File: src/rtl/control_pkg.sv
// control_pkg: opcodes, ALU function codes and FSM state encoding shared by control_unit and instr_decoder
package control_pkg;
    localparam logic [3:0] OP_NOP  = 4'h0;
    localparam logic [3:0] OP_LIT  = 4'h1;
    localparam logic [3:0] OP_ADD  = 4'h2;
    localparam logic [3:0] OP_SUB  = 4'h3;
    localparam logic [3:0] OP_NAND = 4'h4;
    localparam logic [3:0] OP_CMP  = 4'h5;
    localparam logic [3:0] OP_OUT  = 4'h6;
    localparam logic [3:0] OP_JMP  = 4'h7;
    localparam logic [3:0] OP_JZ   = 4'h8;
    localparam logic [3:0] OP_JNZ  = 4'h9;
    localparam logic [3:0] OP_JC   = 4'hA;
    localparam logic [3:0] OP_JNC  = 4'hB;
    localparam logic [3:0] OP_HALT = 4'hC;
    localparam logic [2:0] F_PASS_A = 3'b000;
    localparam logic [2:0] F_SUB    = 3'b001;
    localparam logic [2:0] F_PASS_B = 3'b010;
    localparam logic [2:0] F_ADD    = 3'b011;
    localparam logic [2:0] F_NAND   = 3'b100;
    typedef enum logic [1:0] {
        IDLE  = 2'b00,
        FETCH = 2'b01,
        EXEC  = 2'b10,
        HALT  = 2'b11
    } state_t;
endpackage

File: src/rtl/instr_decoder.sv
// instr_decoder: combinational opcode decode into ALU code, strobes, flag write, jump resolution, halt and illegal
// ports: op (IR[15:12]), cf/zf (latched flags) in; f, en_db, en_alu, en_r, flag_we, jump_taken, halt, illegal out
module instr_decoder
    import control_pkg::*;
(
    input  logic [3:0] op,
    input  logic       cf,
    input  logic       zf,
    output logic [2:0] f,
    output logic       en_db,
    output logic       en_alu,
    output logic       en_r,
    output logic       flag_we,
    output logic       jump_taken,
    output logic       halt,
    output logic       illegal
);
    always_comb begin
        en_alu     = op inside {OP_LIT, OP_ADD, OP_SUB, OP_NAND};
        en_db      = en_alu || op == OP_CMP;
        flag_we    = en_db;
        en_r       = op == OP_OUT;
        f          = op == OP_LIT ? F_PASS_B :
                     op == OP_ADD ? F_ADD :
                     (op == OP_SUB || op == OP_CMP) ? F_SUB :
                     op == OP_NAND ? F_NAND : F_PASS_A;
        jump_taken = op == OP_JMP || (op == OP_JZ && zf) || (op == OP_JNZ && !zf) ||
                     (op == OP_JC && cf) || (op == OP_JNC && !cf);
        halt       = op == OP_HALT;
        illegal    = op > OP_HALT;
    end
endmodule

File: src/rtl/control_unit.sv
// control_unit: two-cycle FETCH/EXEC sequencer driving the accumulator datapath from a 16-bit program ROM
// ports: clk, reset (async active-low), run, instr, C, ZE in; pc, F, imm, enableDB, enableALU, enableR,
//        cf, zf, busy, halted, err out
module control_unit
    import control_pkg::*;
#(
    parameter int PC_W   = 12,
    parameter int DATA_W = 5
) (
    input  logic              clk,
    input  logic              reset,
    input  logic              run,
    input  logic [15:0]       instr,
    input  logic              C,
    input  logic              ZE,
    output logic [PC_W-1:0]   pc,
    output logic [2:0]        F,
    output logic [DATA_W-1:0] imm,
    output logic              enableDB,
    output logic              enableALU,
    output logic              enableR,
    output logic              cf,
    output logic              zf,
    output logic              busy,
    output logic              halted,
    output logic              err
);
    state_t state, next_state;
    logic [15:0] ir;
    logic [2:0] d_f;
    logic d_db, d_alu, d_r, d_fwe, d_jump, d_halt, d_ill;
    instr_decoder u_dec (
        .op(ir[15:12]),
        .cf(cf),
        .zf(zf),
        .f(d_f),
        .en_db(d_db),
        .en_alu(d_alu),
        .en_r(d_r),
        .flag_we(d_fwe),
        .jump_taken(d_jump),
        .halt(d_halt),
        .illegal(d_ill)
    );
    always_ff @(posedge clk or negedge reset) begin
        if (!reset) state <= IDLE;
        else        state <= next_state;
    end
    always_comb begin
        next_state = state;
        case (state)
            IDLE:    next_state = run ? FETCH : IDLE;
            FETCH:   next_state = EXEC;
            EXEC:    next_state = (d_halt || d_ill) ? HALT : run ? FETCH : IDLE;
            default: next_state = run ? HALT : IDLE;
        endcase
    end
    // pc only moves at the edge ending EXEC (or the HALT->IDLE restart), so it is stable for the whole instruction
    always_ff @(posedge clk or negedge reset) begin
        if (!reset) begin
            pc  <= '0;
            ir  <= '0;
            cf  <= 1'b0;
            zf  <= 1'b0;
            err <= 1'b0;
        end else begin
            if (state == FETCH) ir <= instr;
            if (state == EXEC && d_fwe) begin
                cf <= C;
                zf <= ZE;
            end
            if (state == EXEC && d_ill) err <= 1'b1;
            if (state == EXEC && !d_halt && !d_ill) pc <= d_jump ? ir[PC_W-1:0] : pc + PC_W'(1);
            if (state == HALT && !run) begin
                pc  <= '0;
                err <= 1'b0;
            end
        end
    end
    always_comb begin
        F         = state == EXEC ? d_f : F_PASS_A;
        enableDB  = state == EXEC && d_db;
        enableALU = state == EXEC && d_alu;
        enableR   = state == EXEC && d_r;
        imm       = state == EXEC ? ir[DATA_W-1:0] : '0;
        busy      = state == FETCH || state == EXEC;
        halted    = state == HALT;
    end
endmodule

File: config.mk
export PLATFORM = sky130hd
export DESIGN_NAME = control_unit
export DESIGN_NICKNAME = d
export VERILOG_FILES = /design/src/rtl/control_pkg.sv /design/src/rtl/instr_decoder.sv /design/src/rtl/control_unit.sv
export SDC_FILE = /design/constraint.sdc
export NUM_CORES = 1
export LEC_CHECK = 0
export BUFFER_PORTS_ARGS = -buffer_cell sky130_fd_sc_hd__buf_2
export CAP_MARGIN = 10
export CORE_MARGIN = 8
export CORE_UTILIZATION = 45
export DETAILED_ROUTE_END_ITERATION = 10
export PLACE_DENSITY = 0.78
export SETUP_SLACK_MARGIN = 0.05
export SLEW_MARGIN = 10
export SYNTH_ARGS = -nofsm -noshare
export SYNTH_HDL_FRONTEND = slang
export SYNTH_HIERARCHICAL = 1
export SYNTH_SLANG_ARGS = --single-unit
File: constraint.sdc
create_clock -name clk -period 2.2 [get_ports clk]
set_input_delay 0.33 -clock clk [delete_from_list [all_inputs] [get_ports clk]]
set_output_delay 0.33 -clock clk [all_outputs]
set_load 0.02 [all_outputs]
* After elaboration in Yosys (flattened, before gate mapping)
Cells that the tools add are included.
** Cells by class
- Muxes and demuxes :: 15
- Eq/ne operators :: 15
- Add/subtract/negate cells :: 1
- Reductions and logical operators :: 28
- Order comparisons :: 1
** Operators by type and width (count)
- $mux W12 :: 3
- $eq A4 B4 Y1 const B :: 5
- $eq A4 B3 Y1 const B :: 4
- $mux W3 :: 5
- $add A12 B1 Y12 const B :: 1
- $logic_and A1 B1 Y1 :: 11
- $eq A4 B2 Y1 const B :: 2
- $logic_or A1 B1 Y1 :: 8
- $pmux W2 S3 :: 1
- $logic_not A1 Y1 :: 5
- $mux W5 :: 1
- $eq A2 B2 Y1 const B :: 2
- $eq A4 B1 Y1 const B :: 1
- $gt A4 B4 Y1 const B :: 1
- $mux W2 :: 2
- $reduce_bool A2 Y1 :: 2
- $reduce_bool A4 Y1 :: 1
- $mux W1 :: 3
- $eq A2 B1 Y1 const B :: 1
- $logic_not A2 Y1 :: 1
** Storage, ports and cells
- Flip-flop bits (word level) :: 33
- Word-level logic and storage cells :: 66
- Input bits :: 21
- Output and inout bits :: 28

* Depth between registers and ports, before layout
- Word-level depth :: 9
- Mapped depth :: 8
- Mapped depth without buffers :: 6

* Modules after synthesis
Netlist, hierarchy kept.
** Modules (own cells, without submodules)
- control_unit :: sequential area each 825.8 µm², area an instance 1681.6 µm², cells each 159, times used 1
- instr_decoder :: sequential area each 0.0 µm², area an instance 192.7 µm², cells each 25, times used 1

* Worst setup path after synthesis
No wires, ideal clock.
- Kind :: register -> register
- From :: register ir[12]
- To :: register pc[9]
- Required time :: 2.122 ns
- Clock period less this slack :: 1.854 ns
- Arrival :: 1.776 ns
- Slack :: 0.346 ns
- Path buffers :: 2
- Cell stages (with the launch flop) :: 9
- Setup time :: 0.078 ns
- Cell sequence :: dfrtp_1 > buf_4 > nor2_2 > nor2_1 > or3b_1 > or3_1 > buf_6 > o21ai_1 > o2bb2ai_1
** On the way
- Elaborated cells on any way between the ends :: 23
- Those cells by class :: order compare (1); eq/ne (6); mux (3); reduce/logical (13)
** RTL lines
- from (decl) :: line control_unit.sv:29 : logic [15:0] ir;
- from (signal assigned) :: line control_unit.sv:67 : if (state == FETCH) ir <= instr;
- $gt A4 B4 Y1 :: line instr_decoder.sv:30 : illegal = op > OP_HALT;
- named net d_ill :: line control_unit.sv:31 : logic d_db, d_alu, d_r, d_fwe, d_jump, d_halt, d_ill;
- $logic_not A1 Y1 :: line control_unit.sv:73 : if (state == EXEC && !d_halt && !d_ill) pc <= d_jump ? ir[PC_W-1:0] : pc + PC_W'(1);
- $logic_and A1 B1 Y1 :: line control_unit.sv:73
- $reduce_bool A2 Y1 (no line)
- to (signal assigned) :: line control_unit.sv:73
- to (decl) :: line control_unit.sv:16 : output logic [PC_W-1:0] pc,
The timed path passes the listed nets, and every way through them passes these cells. The select of a mux whose other input is x is not followed.
A chain may end at the register's enable or synchronous reset.

* Worst setup path after layout
- From :: register ir[13]
- To :: register pc[9]
Same word-level chain as after synthesis.

==> results.yml <==
logic_synthesis:
  syn_inst: 184
  synth_warnings: 6
  yosys.area.top_type: "dfrtp_1"
  ys.flop_type: "dfrtp_1"
  synth_nets: 210
  ys_top_cells_by_count: "33 x dfrtp_1, 18 x mux2_2, 14 x nor2_1"
  synth-seq-cells: 33
  synthTopCellsByArea: "dfrtp_1 44%, mux2_2 11%, o2bb2ai_1 4.2%"
  syn_area_sq_um: 1874
  ys_seq_area_frac: 0.4406
  syn_avg_cell_area_sq_um: 10.19
  yosysMostFrequentCell: "dfrtp_1"
  synth_top_area_frac: 0.4406
  synth_cell_types: 40
  synth-edff-count: 0
  async_flop_share: 1.000
sta:
  rsz0062_at_grt: "false"
  slew_viol_final: 0
  period_needed_ps: 1988
  finalHoldViolCount: 0
  finalSetupTns_ps: 0
  relSlewSlack: 0.5169
  finalClockSkew_ps: 3.815
  final-setup-viol-count: 0
  max_clock_freq_mhz: 503.0
  min_period_over_period: 0.9036
  tightest_slew_ps: 724.6
  setup_ws_ps: 212.0
placement:
  place_congestion: 0.7613
  dp_hpwl_um: 3186
  io_buffers: 48
  dp_slack_ps: 241.1
final_layout:
  n_fill_cell: 358
  final_util: 0.5690
  syn2layout_area_growth_pct: 21.43
  fin_nets: 260
  drive_gt1_frac: 0.3787
  diodes: 0
drt:
  ant_nets: 0
  first_pass_iters: 4
  vias: 1568
  routed_wl_um: 4394
  vias_per_cell: 5.502
  drc_errors: 0
  drt_iter0_drc: 69
  wl_per_cell_um: 15.42
floorplan:
  die_w_um: 80.54
  rows: 23
  start_util: 0.4686
  die_h_um: 80.54
  io_pins: 49
  core_sq_um: 4000
  die_area_sq_um: 6486
cts:
  ctsResizeCount: 0
  clk_pin_slew_ps: 60
  ctsHoldBuffers: 0
  cts_setup_buffers: 0
  cts-root-buf: "clkbuf_8"
  cts_htree_levels: 2
  cts_made_buffers: 5
  clk_latency_ps: 290
  max-clock-path-buffers: 2
  cts_tree: "yes"
  numClockSinks: 33
power_and_ir_drop:
  ir_drop_mv: 0.6086
  p_int_uw: 1994
  pwr-share-seq: 0.317
  leakagePower_uw: 0.001040
  power_density_nw_per_um2: 1508
  power.clock.fraction: 0.170
  p_switching_uw: 1438
  pwr-share-comb: 0.513
  netSwitchingFraction: 0.4190
run_status:
  outcome: "finished clean"
setup_path:
  max_stage_delay_ps: 490
  worstSetupPathType: "flip-flop to flip-flop"
  crit_buf_inv: 0
  crit_required_ps: 2400
  r2r_slack_ps: 210
  crit_cells: 6
  worst_r2r_endpoint: "pc[9]"
  crit_path_top_delay_cell: "or3_1"
  endpoint_kind: "flip-flop"
  critPathArrivalTime_ps: 2190
  critPathMaxFanout: 9
  path_cells: "nor2_2 > nor2_1 > or3b_1 > or3_1 > o21ai_1 > o2bb2ai_1"
  r2r-start: "ir[13]"
  critPathLaunchType: "flip-flop"
  r2r_cells: 6
  crit_family: "simple AND/OR/NAND/NOR gates"
global_route:
  grt_pass1_vias: 1633
  grt_max_degree: 34
  overflow: 0
  antenna_found_initial: 0
  grt_pass1_wl_um: 7686
  gr-usage-all-layers: 0.1483
job:
  max_cap_violations: 0
worst_hold_path:
  hold_class: "input pin to async pin"
sequential cells by signal (all words and copies together) (netlist names):
name and count:
ir 16, zf 1, pc 12, cf 1
state 2, err 1
power by group through the flow:
stage / clock network [uW] / registers, uW / logic, uW
2_1_floorplan: 0 / 1130 / 1290
3_3_place_gp: 0 / 1090 / 1720
3_5_place_dp: 0 / 1100 / 1760
4_1_cts: 598 / 1090 / 1780
5_1_grt: 626 / 1130 / 1980
6_report: 585 / 1090 / 1760
metrics by stage:
step	cells	hold WS (ps)	area [sq um]	power, uW
6_report	285	96.19	2276	3431
5_1_grt	285	149.6	2276	3733
4_1_cts	285	126.0	2276	3463
3_5_place_dp	277	438.5	2160	2858
2_1_floorplan	184	34.41	1874	2422
3_3_place_gp	277	429.6	2160	2812
metal layers:
metal | vias to the layer above | GRT usage | routed length [um]
met5 | - | 0 | 0
met4 | 0 | 0.06727 | 65
met3 | 5 | 0.04018 | 349
met2 | 52 | 0.2398 | 2143
met1 | 742 | 0.1785 | 1835
li1 | 769 | - | -
layout make-up:
class	count	area, sq um	area share
clock buffer	7	86.33	0.03793
timing repair buffer	55	292.8	0.1286
inverter	3	11.26	0.004948
tap	50	62.56	0.02749
multi-input combinational	136	967.2	0.4250
clock inverter	1	30.03	0.01319
sequential	33	825.8	0.3628
layout by cell type (no fill, tap or decap), types with 2 or more instances in the layout:
cell        n
nor3_2      2
and3_1      3
dfrtp_1    33
inv_1       3
and2_1      9
nand3_1     5
clkbuf_8    6
buf_2      48
nor3_1      6
nand2_1     8
o21ai_0     5
mux2i_1     2
nor4_1      4
o2bb2ai_1   9
nand4_1     3
ha_1        5
nor2b_1     2
nor2_1     14
o21ai_1     9
and2_2      2
mux2_2     18
buf_4       7
a21oi_1     7
nand2b_1    3
a22oi_1     6
worst max path at each step:
| stage | start | slack, ps | endpoint |
|---|---|---|---|
| finish | ir[13] | 210 | pc[9] |
| global route | ir[13] | 100 | pc[9] |
| CTS | state[0] | 220 | pc[9] |
| detailed placement | state[0] | 240 | pc[6] |
| global placement | state[0] | 320 | pc[10] |
| floorplan | ir[12] | 350 | pc[9] |
kinds of logic (layout without fill, tap and decap cells):
family | count (synthesis) | count (layout) | share of synthesized area
simple gates | 69 | 69 | 0.2116
compound gates | 40 | 40 | 0.1429
flops | 33 | 33 | 0.4406
mux | 20 | 20 | 0.1188
buf+inv | 15 | 66 | 0.04339
fa+ha+maj | 5 | 5 | 0.03338
xor+xnor | 2 | 2 | 0.009348
Power figures use the tool's default switching activity.
